===== src/rtl/colsr_frame_loader.sv =====
// colsr_frame_loader
// Serial front end for the N x N multiplier compressor. Each accepted beat
// shifts one bit into every partial-product column. Column i is h_i bits
// tall, with h_i = min(i+1, 2N-1-i). Once N beats have arrived, the packed
// frame is handed to the compressor through a valid/ready handshake.
//
// Optional build macro: COLSR_CLEAR_ON_HANDOFF_EN
//   defined   - columns clear on handoff and on flush. A beat accepted in
//               the same cycle as the handoff loads into bit 0 only.
//   undefined - columns keep their old bits. Those bits age out as new
//               beats shift in.
//
// Assumes N >= 2.
module colsr_frame_loader #(
  parameter int N      = 26,
  parameter int FCNT_W = 16,
  localparam int COLS  = 2 * N - 1,
  localparam int TOTAL = N * N,
  localparam int CW    = $clog2(N + 1)
) (
  input  logic              clk,
  input  logic              rst_n,
  input  logic              in_valid,
  output logic              in_ready,
  input  logic [COLS-1:0]   in_bits,
  input  logic              flush,
  output logic              out_valid,
  input  logic              out_ready,
  output logic [TOTAL-1:0]  col_bits,
  output logic [CW-1:0]     beat_cnt,
  output logic [FCNT_W-1:0] frame_cnt
);

  // Height of column i in the triangular partial-product profile.
  function automatic int col_h(input int i);
    return ((i + 1) < (COLS - i)) ? (i + 1) : (COLS - i);
  endfunction

  // Bit offset of column i inside the packed bus.
  function automatic int col_off(input int i);
    int s;
    s = 0;
    for (int k = 0; k < i; k++) begin
      s = s + col_h(k);
    end
    return s;
  endfunction

  typedef enum logic {
    ST_FILL = 1'b0,
    ST_HOLD = 1'b1
  } state_e;

  state_e              state_q, state_d;
  logic [CW-1:0]       beat_q, beat_d;
  logic [FCNT_W-1:0]   frame_q, frame_d;
  logic [TOTAL-1:0]    col_q, col_d;

  logic [TOTAL-1:0]    shift_w;
`ifdef COLSR_CLEAR_ON_HANDOFF_EN
  logic [TOTAL-1:0]    load_w;
`endif
  logic                accept_w;

  // Per-column shift-in views.
  // shift_w: every column moves up by one, with in_bits[c] at the LSB.
  // load_w:  a freshly cleared column holding only in_bits[c].
  for (genvar c = 0; c < COLS; c++) begin : g_col
    localparam int H   = col_h(c);
    localparam int OFF = col_off(c);
    if (H == 1) begin : g_h1
      assign shift_w[OFF] = in_bits[c];
`ifdef COLSR_CLEAR_ON_HANDOFF_EN
      assign load_w[OFF]  = in_bits[c];
`endif
    end else begin : g_hn
      assign shift_w[OFF+H-1:OFF] = {col_q[OFF+H-2:OFF], in_bits[c]};
`ifdef COLSR_CLEAR_ON_HANDOFF_EN
      assign load_w[OFF+H-1:OFF]  = {{(H-1){1'b0}}, in_bits[c]};
`endif
    end
  end

  // While in HOLD, acceptance passes straight through from out_ready. A new
  // frame can therefore begin in the same cycle the old one is handed off.
  assign in_ready  = (state_q == ST_FILL) ? 1'b1 : out_ready;
  assign out_valid = (state_q == ST_HOLD);
  assign accept_w  = in_valid && in_ready;

  assign col_bits  = col_q;
  assign beat_cnt  = beat_q;
  assign frame_cnt = frame_q;

  // Next-state logic: fill, flush and handoff.
  always_comb begin
    state_d = state_q;
    beat_d  = beat_q;
    frame_d = frame_q;
    col_d   = col_q;
    unique case (state_q)
      ST_FILL: begin
        if (flush) begin
          // A beat arriving in the same cycle as flush is dropped.
          beat_d = '0;
`ifdef COLSR_CLEAR_ON_HANDOFF_EN
          col_d  = '0;
`endif
        end else if (accept_w) begin
          col_d = shift_w;
          if (beat_q == CW'(N - 1)) begin
            beat_d  = CW'(N);
            state_d = ST_HOLD;
          end else begin
            beat_d = beat_q + CW'(1);
          end
        end
      end
      ST_HOLD: begin
        // flush has no effect here. The frame stays stable until out_ready.
        if (out_ready) begin
          frame_d = frame_q + FCNT_W'(1);
          state_d = ST_FILL;
          if (accept_w) begin
            beat_d = CW'(1);
`ifdef COLSR_CLEAR_ON_HANDOFF_EN
            col_d  = load_w;
`else
            col_d  = shift_w;
`endif
          end else begin
            beat_d = '0;
`ifdef COLSR_CLEAR_ON_HANDOFF_EN
            col_d  = '0;
`endif
          end
        end
      end
      default: state_d = ST_FILL;
    endcase
  end

  // State, counter and column registers. Reset discards any partial frame.
  always_ff @(posedge clk or negedge rst_n) begin
    if (!rst_n) begin
      state_q <= ST_FILL;
      beat_q  <= '0;
      frame_q <= '0;
      col_q   <= '0;
    end else begin
      state_q <= state_d;
      beat_q  <= beat_d;
      frame_q <= frame_d;
      col_q   <= col_d;
    end
  end

endmodule


===== config.mk =====
export PLATFORM = sky130hd
export DESIGN_NAME = colsr_frame_loader
export DESIGN_NICKNAME = d
export VERILOG_FILES = /design/src/rtl/colsr_frame_loader.sv
export SDC_FILE = /design/constraint.sdc
export NUM_CORES = 1
export LEC_CHECK = 0
export ABC_AREA = 1
export CAP_MARGIN = 20
export CORE_MARGIN = 2
export CORE_UTILIZATION = 30
export DETAILED_ROUTE_END_ITERATION = 10
export PLACE_DENSITY = 0.61
export SYNTH_ARGS = -nofsm -noshare
export SYNTH_HDL_FRONTEND = slang
export SYNTH_SLANG_ARGS = --single-unit

===== constraint.sdc =====
create_clock -name clk -period 1.71 [get_ports clk]
set_clock_uncertainty 0.2 [all_clocks]
set_input_delay 0.342 -clock clk [delete_from_list [all_inputs] [get_ports clk]]
set_output_delay 0.342 -clock clk [all_outputs]
set_load 0.02 [all_outputs]

Word-level counts from Yosys, hierarchy flattened
Cells that the tools add are included.
- input port bits: 56
- register bits: 698
- memories: 0
- memory bits (writable): 0
- memory bits (read-only): 0
- bits in latches: 0
- word-level logic and storage cells: 31
- magnitude comparators: 0
- add/subtract/negate cells: 2
- div/mod/pow operators: 0
- reduce and logical (&&, ||, !) cells: 4
- mux-type cells: 16
- shift-type cells: 0
- equal/unequal tests: 4
- bitwise gates (word level): 1
- multipliers: 0
- operator list (operator ; count):
    $mux W676 ; 3
    $pmux W676 S2 ; 1
    $mux W5 ; 4
    $add A16 B1 Y16 const B ; 1
    $pmux W5 S2 ; 1
    $mux W1 ; 6
    $reduce_and A2 Y1 ; 3
    $add A5 B1 Y5 const B ; 1
    $eq A5 B5 Y1 const B ; 1
    $ne A2 B2 Y1 const B ; 2
    $ne A3 B3 Y1 const B ; 1
    $pmux W1 S2 ; 1
    $logic_and A1 B1 Y1 ; 1
    $not A1 Y1 ; 1

Logic depth before layout (Yosys ltp)
- depth after elaboration: 5
- mapped depth: 9

Least setup slack after synthesis
No wires, ideal clock.
- path type: register -> register
- start point: register state_q, in the netlist out_valid
- end point: register col_q[507], in the netlist col_bits[507]
- data required time: 1.389 ns
- clock period less this slack: 1.779 ns
- path slack: -0.069 ns
- setup time: 0.121 ns
- data arrival time: 1.457 ns
- buffers on the path: 3
- cell stages (with the launch flop): 7
- path through: dfrtp_1 > nor2_1 > o21ai_2 > buf_4 > buf_2 > buf_4 > a21oi_2
- word-level cells in the longest chain between the ends: 5
- ends and longest elaborated chain (what ; line ; text):
    start: declaration ; 54 ; state_e state_q, state_d;
    start signal: assignment ; 150 ; state_q <= state_d;
    $mux W1 ; 86 ; assign in_ready = (state_q == ST_FILL) ? 1'b1 : out_ready;
    $logic_and A1 B1 Y1 ; 88 ; assign accept_w = in_valid && in_ready;
    $mux W676 ; - ;
    $mux W676, on equally long branches ; - ;
    $pmux W676 S2 ; 100 ; unique case (state_q)
    end signal: assignment ; 153 ; col_q <= col_d;
    end: declaration ; 57 ; logic [TOTAL-1:0] col_q, col_d;
Parallel ways exist; a longest one is shown, timed or not. The select of a mux whose other input is x is not followed.
A chain may end at the register's enable or synchronous reset.

Final worst setup path
- start point: register state_q, in the netlist out_valid
- end point: register col_q[555], in the netlist col_bits[555]
The elaborated chain is that of the path after synthesis.

==> reports/results.tsv <==
stage	metric	value	unit
synthesis	synth_area_leaders	dfrtp_1, a21oi_2, nand2_1	
floorplanning	rows	110	
critical_path	required	1980	ps
synthesis	ys.flop_type	dfrtp_1	
run	cap_violations	0	
timing	period_minus_slack	1940	ps
detailed_routing	post_drt_via_cell_ratio	4.30	
synthesis	synth.most_common_cell	dfrtp_1	
critical_path	crit_fanout	28	
floorplanning	die_w	306	microns
timing	rsz0062_at_grt	true	
place	dp_hpwl	60.4	mm
detailed_routing	wirelength	84.8	mm
power_and_ir_drop	power	59.5	mW
synthesis	postSynthCellCount	2666	
critical_path	crit_arrival	2210	ps
clocking	clk_path_buf_depth	3	
clocking	clk_pin_slew_worst_paths	60	ps
place	gp_congestion	0.847	
hold_path	hp-class	primary input to flop	
synthesis	yosys_register_bits	698	
clocking	tritoncts	built	
power_and_ir_drop	leakage	22.1	nW
timing	fmaxAchievable	515	MHz
global_routing	top_usage_layer	met2	
place	io_buffers	754	
detailed_routing	drc	0	
timing	timing.slew.headroom	0.652	
run_status	status	finished, violations left	
critical_path	cpPeakStageDelay	440	ps
synthesis	synthArstFlopShare	1.00	
critical_path	crit_chain	buf_6 -> nand2_4 -> inv_4 -> o21ai_4 -> buf_12 -> buf_4 -> clkbuf_16 -> o21ai_0	
clocking	numCtsBuffers	79	
synthesis	netlist_top_cells_count	dfrtp_1, nand2_1, inv_1, nor2_1, a21oi_2	
floorplanning	fp.dieH	306	microns
critical_path	path_class	flop to flop	
synthesis	syn_area_per_cell	10.3	sq um
global_routing	gr-total-overflow	0	
global_routing	grt_util_met1	0.206	
power_and_ir_drop	p_per_area	1360	mW/mm^2
detailed_routing	route.detailed.wl_per_inst	16.5	microns
cells_and_area	layout-drive-gt1-share	0.420	
synthesis	yosysTopAreaCellShare	0.637	
synthesis	synth-edff-count	0	
synthesis	synth_nets	2725	
timing	fin_crit_sh	1.14	
synthesis	ys_types	26	
global_routing	grt.met3_usage	0.0525	
timing	worst_slack	-231	ps
detailed_routing	vias	22056	
run_status	violations	negative setup slack	
timing	setup_viol	758	
detailed_routing	first_pass_iters	5	
floorplanning	core_area	0.0903	sq mm
floorplanning	dieArea	0.0939	sq mm
cells_and_area	fin_nets	3949	
synthesis	yosysSeqAreaShare	0.637	
timing	drv_slew	0	
global_routing	antenna_found_initial	1	
detailed_routing	final_antenna_net_count	0	
critical_path	critPathLaunchType	flop	
power_and_ir_drop	peakVddDrop	0.895	mV
clocking	clkLatencyLatePin	620	ps
global_routing	met2_usage	0.302	
global_routing	grt_pass1_wl	130	mm
critical_path	endpoint_kind	flop	
timing	hold_viol	0	
clocking	root_buffer	clkbuf_16	
critical_path	crit_path_top_delay_cell	dfrtp_2	
clocking	clock_sinks	698	
cells_and_area	fin_area	0.0439	sq mm
clocking	htreeDepth	3	
global_routing	grt_pass1_vias	22506	
synthesis	netlist_area	0.0274	sq mm
detailed_routing	drt_iter0_markers	1344	
global_routing	grt_use_total	0.176	
floorplanning	initial_core_util	0.304	
cells_and_area	area_delta_synth_final	60.0	%
place	place_area	0.0376	sq mm
synthesis	ys_warn_count	0	
global_routing	grt_max_degree	78	
floorplanning	io_pins	755	
synthesis	yosysTopAreaCell	dfrtp_1	
timing	worst_pin_slew	522	ps
[logic make-up (layout without fill, tap and decap cells)]
kind of cell,after synthesis,in the layout,synth area share
xor gates and xnor gates,12,12,0.00383
AOI/OAI and AO/OA,686,686,0.164
buffers and inverters,522,1808,0.0913
and+or+nand+nor,745,745,0.103
adders and majority gates,3,3,0.00137
other,0,1,0
DFF,698,698,0.637
[flip-flops by register name (all words and copies together) (netlist names)]
name       flops
frame_cnt     16
out_valid      1
beat_cnt       5
col_bits     676
[placed cells by master, fill, tap and decap left out, types with 22 or more instances in the layout]
| cell type | instances |
|---|---|
| clkbuf_16 | 81 |
| dfrtp_1 | 689 |
| clkdlybuf4s50_1 | 54 |
| nand2_1 | 382 |
| buf_12 | 63 |
| buf_4 | 465 |
| o21ai_1 | 136 |
| a21oi_2 | 280 |
| nor2_1 | 338 |
| inv_1 | 371 |
| o21ai_0 | 222 |
| clkbuf_8 | 22 |
| a21oi_1 | 46 |
| buf_6 | 702 |
[power breakdown]
part           switching (mW)  internal (mW)  leakage [nW]
registers                2.64           19.6          8.16
logic                    10.1           9.84          12.7
clock network            7.16           10.2          1.31
total                    19.9           39.6          22.1
[area by class of cell]
type                            instances  area, sq um
Antenna cell                            1         2.50
Clock buffer                          119         2350
Clock inverter                         24          342
Fill cell                            8226        46400
Inverter                              372         1400
Multi-Input combinational cell       1446         7490
Sequential cell                       698        17500
Tap cell                             1176         1470
Timing Repair Buffer                 1293        13400
[metrics by stage]
step	cells	hold WS [ps]	utilization	setup TNS [ps]	setup WS [ps]
2_1_floorplan	2666	-154	-	-649	-8.12
3_3_place_gp	4644	8.80	0.417	-307940	-547
3_5_place_dp	4644	10.3	0.417	-309890	-551
4_1_cts	5120	10.4	0.484	-124340	-233
5_1_grt	5129	55.4	0.486	-170250	-311
6_report	5129	66.7	0.486	-89010	-231
[final timing paths]
| kind | slack [ps] | to | startpoint | cells past startpoint |
|---|---|---|---|---|
| worst max register to register | -230 | col_bits[555]$_DFFE_PN0P_ | out_valid$_DFF_PN0_ | 8 |
| worst min-delay path | 70 | col_bits[55]$_DFFE_PN0P_ | in_bits[10] | 3 |
| worst min register to register | 310 | col_bits[465]$_DFFE_PN0P_ | col_bits[465]$_DFFE_PN0P_ | 2 |
| min in group asynchronous | 220 | col_bits[142]$_DFFE_PN0P_ | rst_n | 3 |
| max in group asynchronous | 330 | col_bits[340]$_DFFE_PN0P_ | rst_n | 3 |
| worst max-delay path | -230 | col_bits[555]$_DFFE_PN0P_ | out_valid$_DFF_PN0_ | 8 |
[critical path: cells and delay by family, from the launching register on]
kind,cells,cell delay [ps]
buf+inv,5,770
flops,1,440
compound gates,2,290
simple gates,1,60
[repair_timing]
action / in CTS / in global routing
hold buffers: 3 / 0
setup endpoints to repair: 1306 / 1378
setup buffers: 330 / 6
gates resized for setup: 4337 / 17
cloned: 0 / 2
pin swaps: 0 / 0
endpoints found under the hold margin: 699 / 0
[routing by layer]
layer | part of all wire | wire [microns]
met1 | 0.40 | 33500
met2 | 0.49 | 41900
met3 | 0.071 | 6000
met4 | 0.039 | 3320
met5 | 0 | 0
Note: power is estimated with default switching activity, not from simulation.
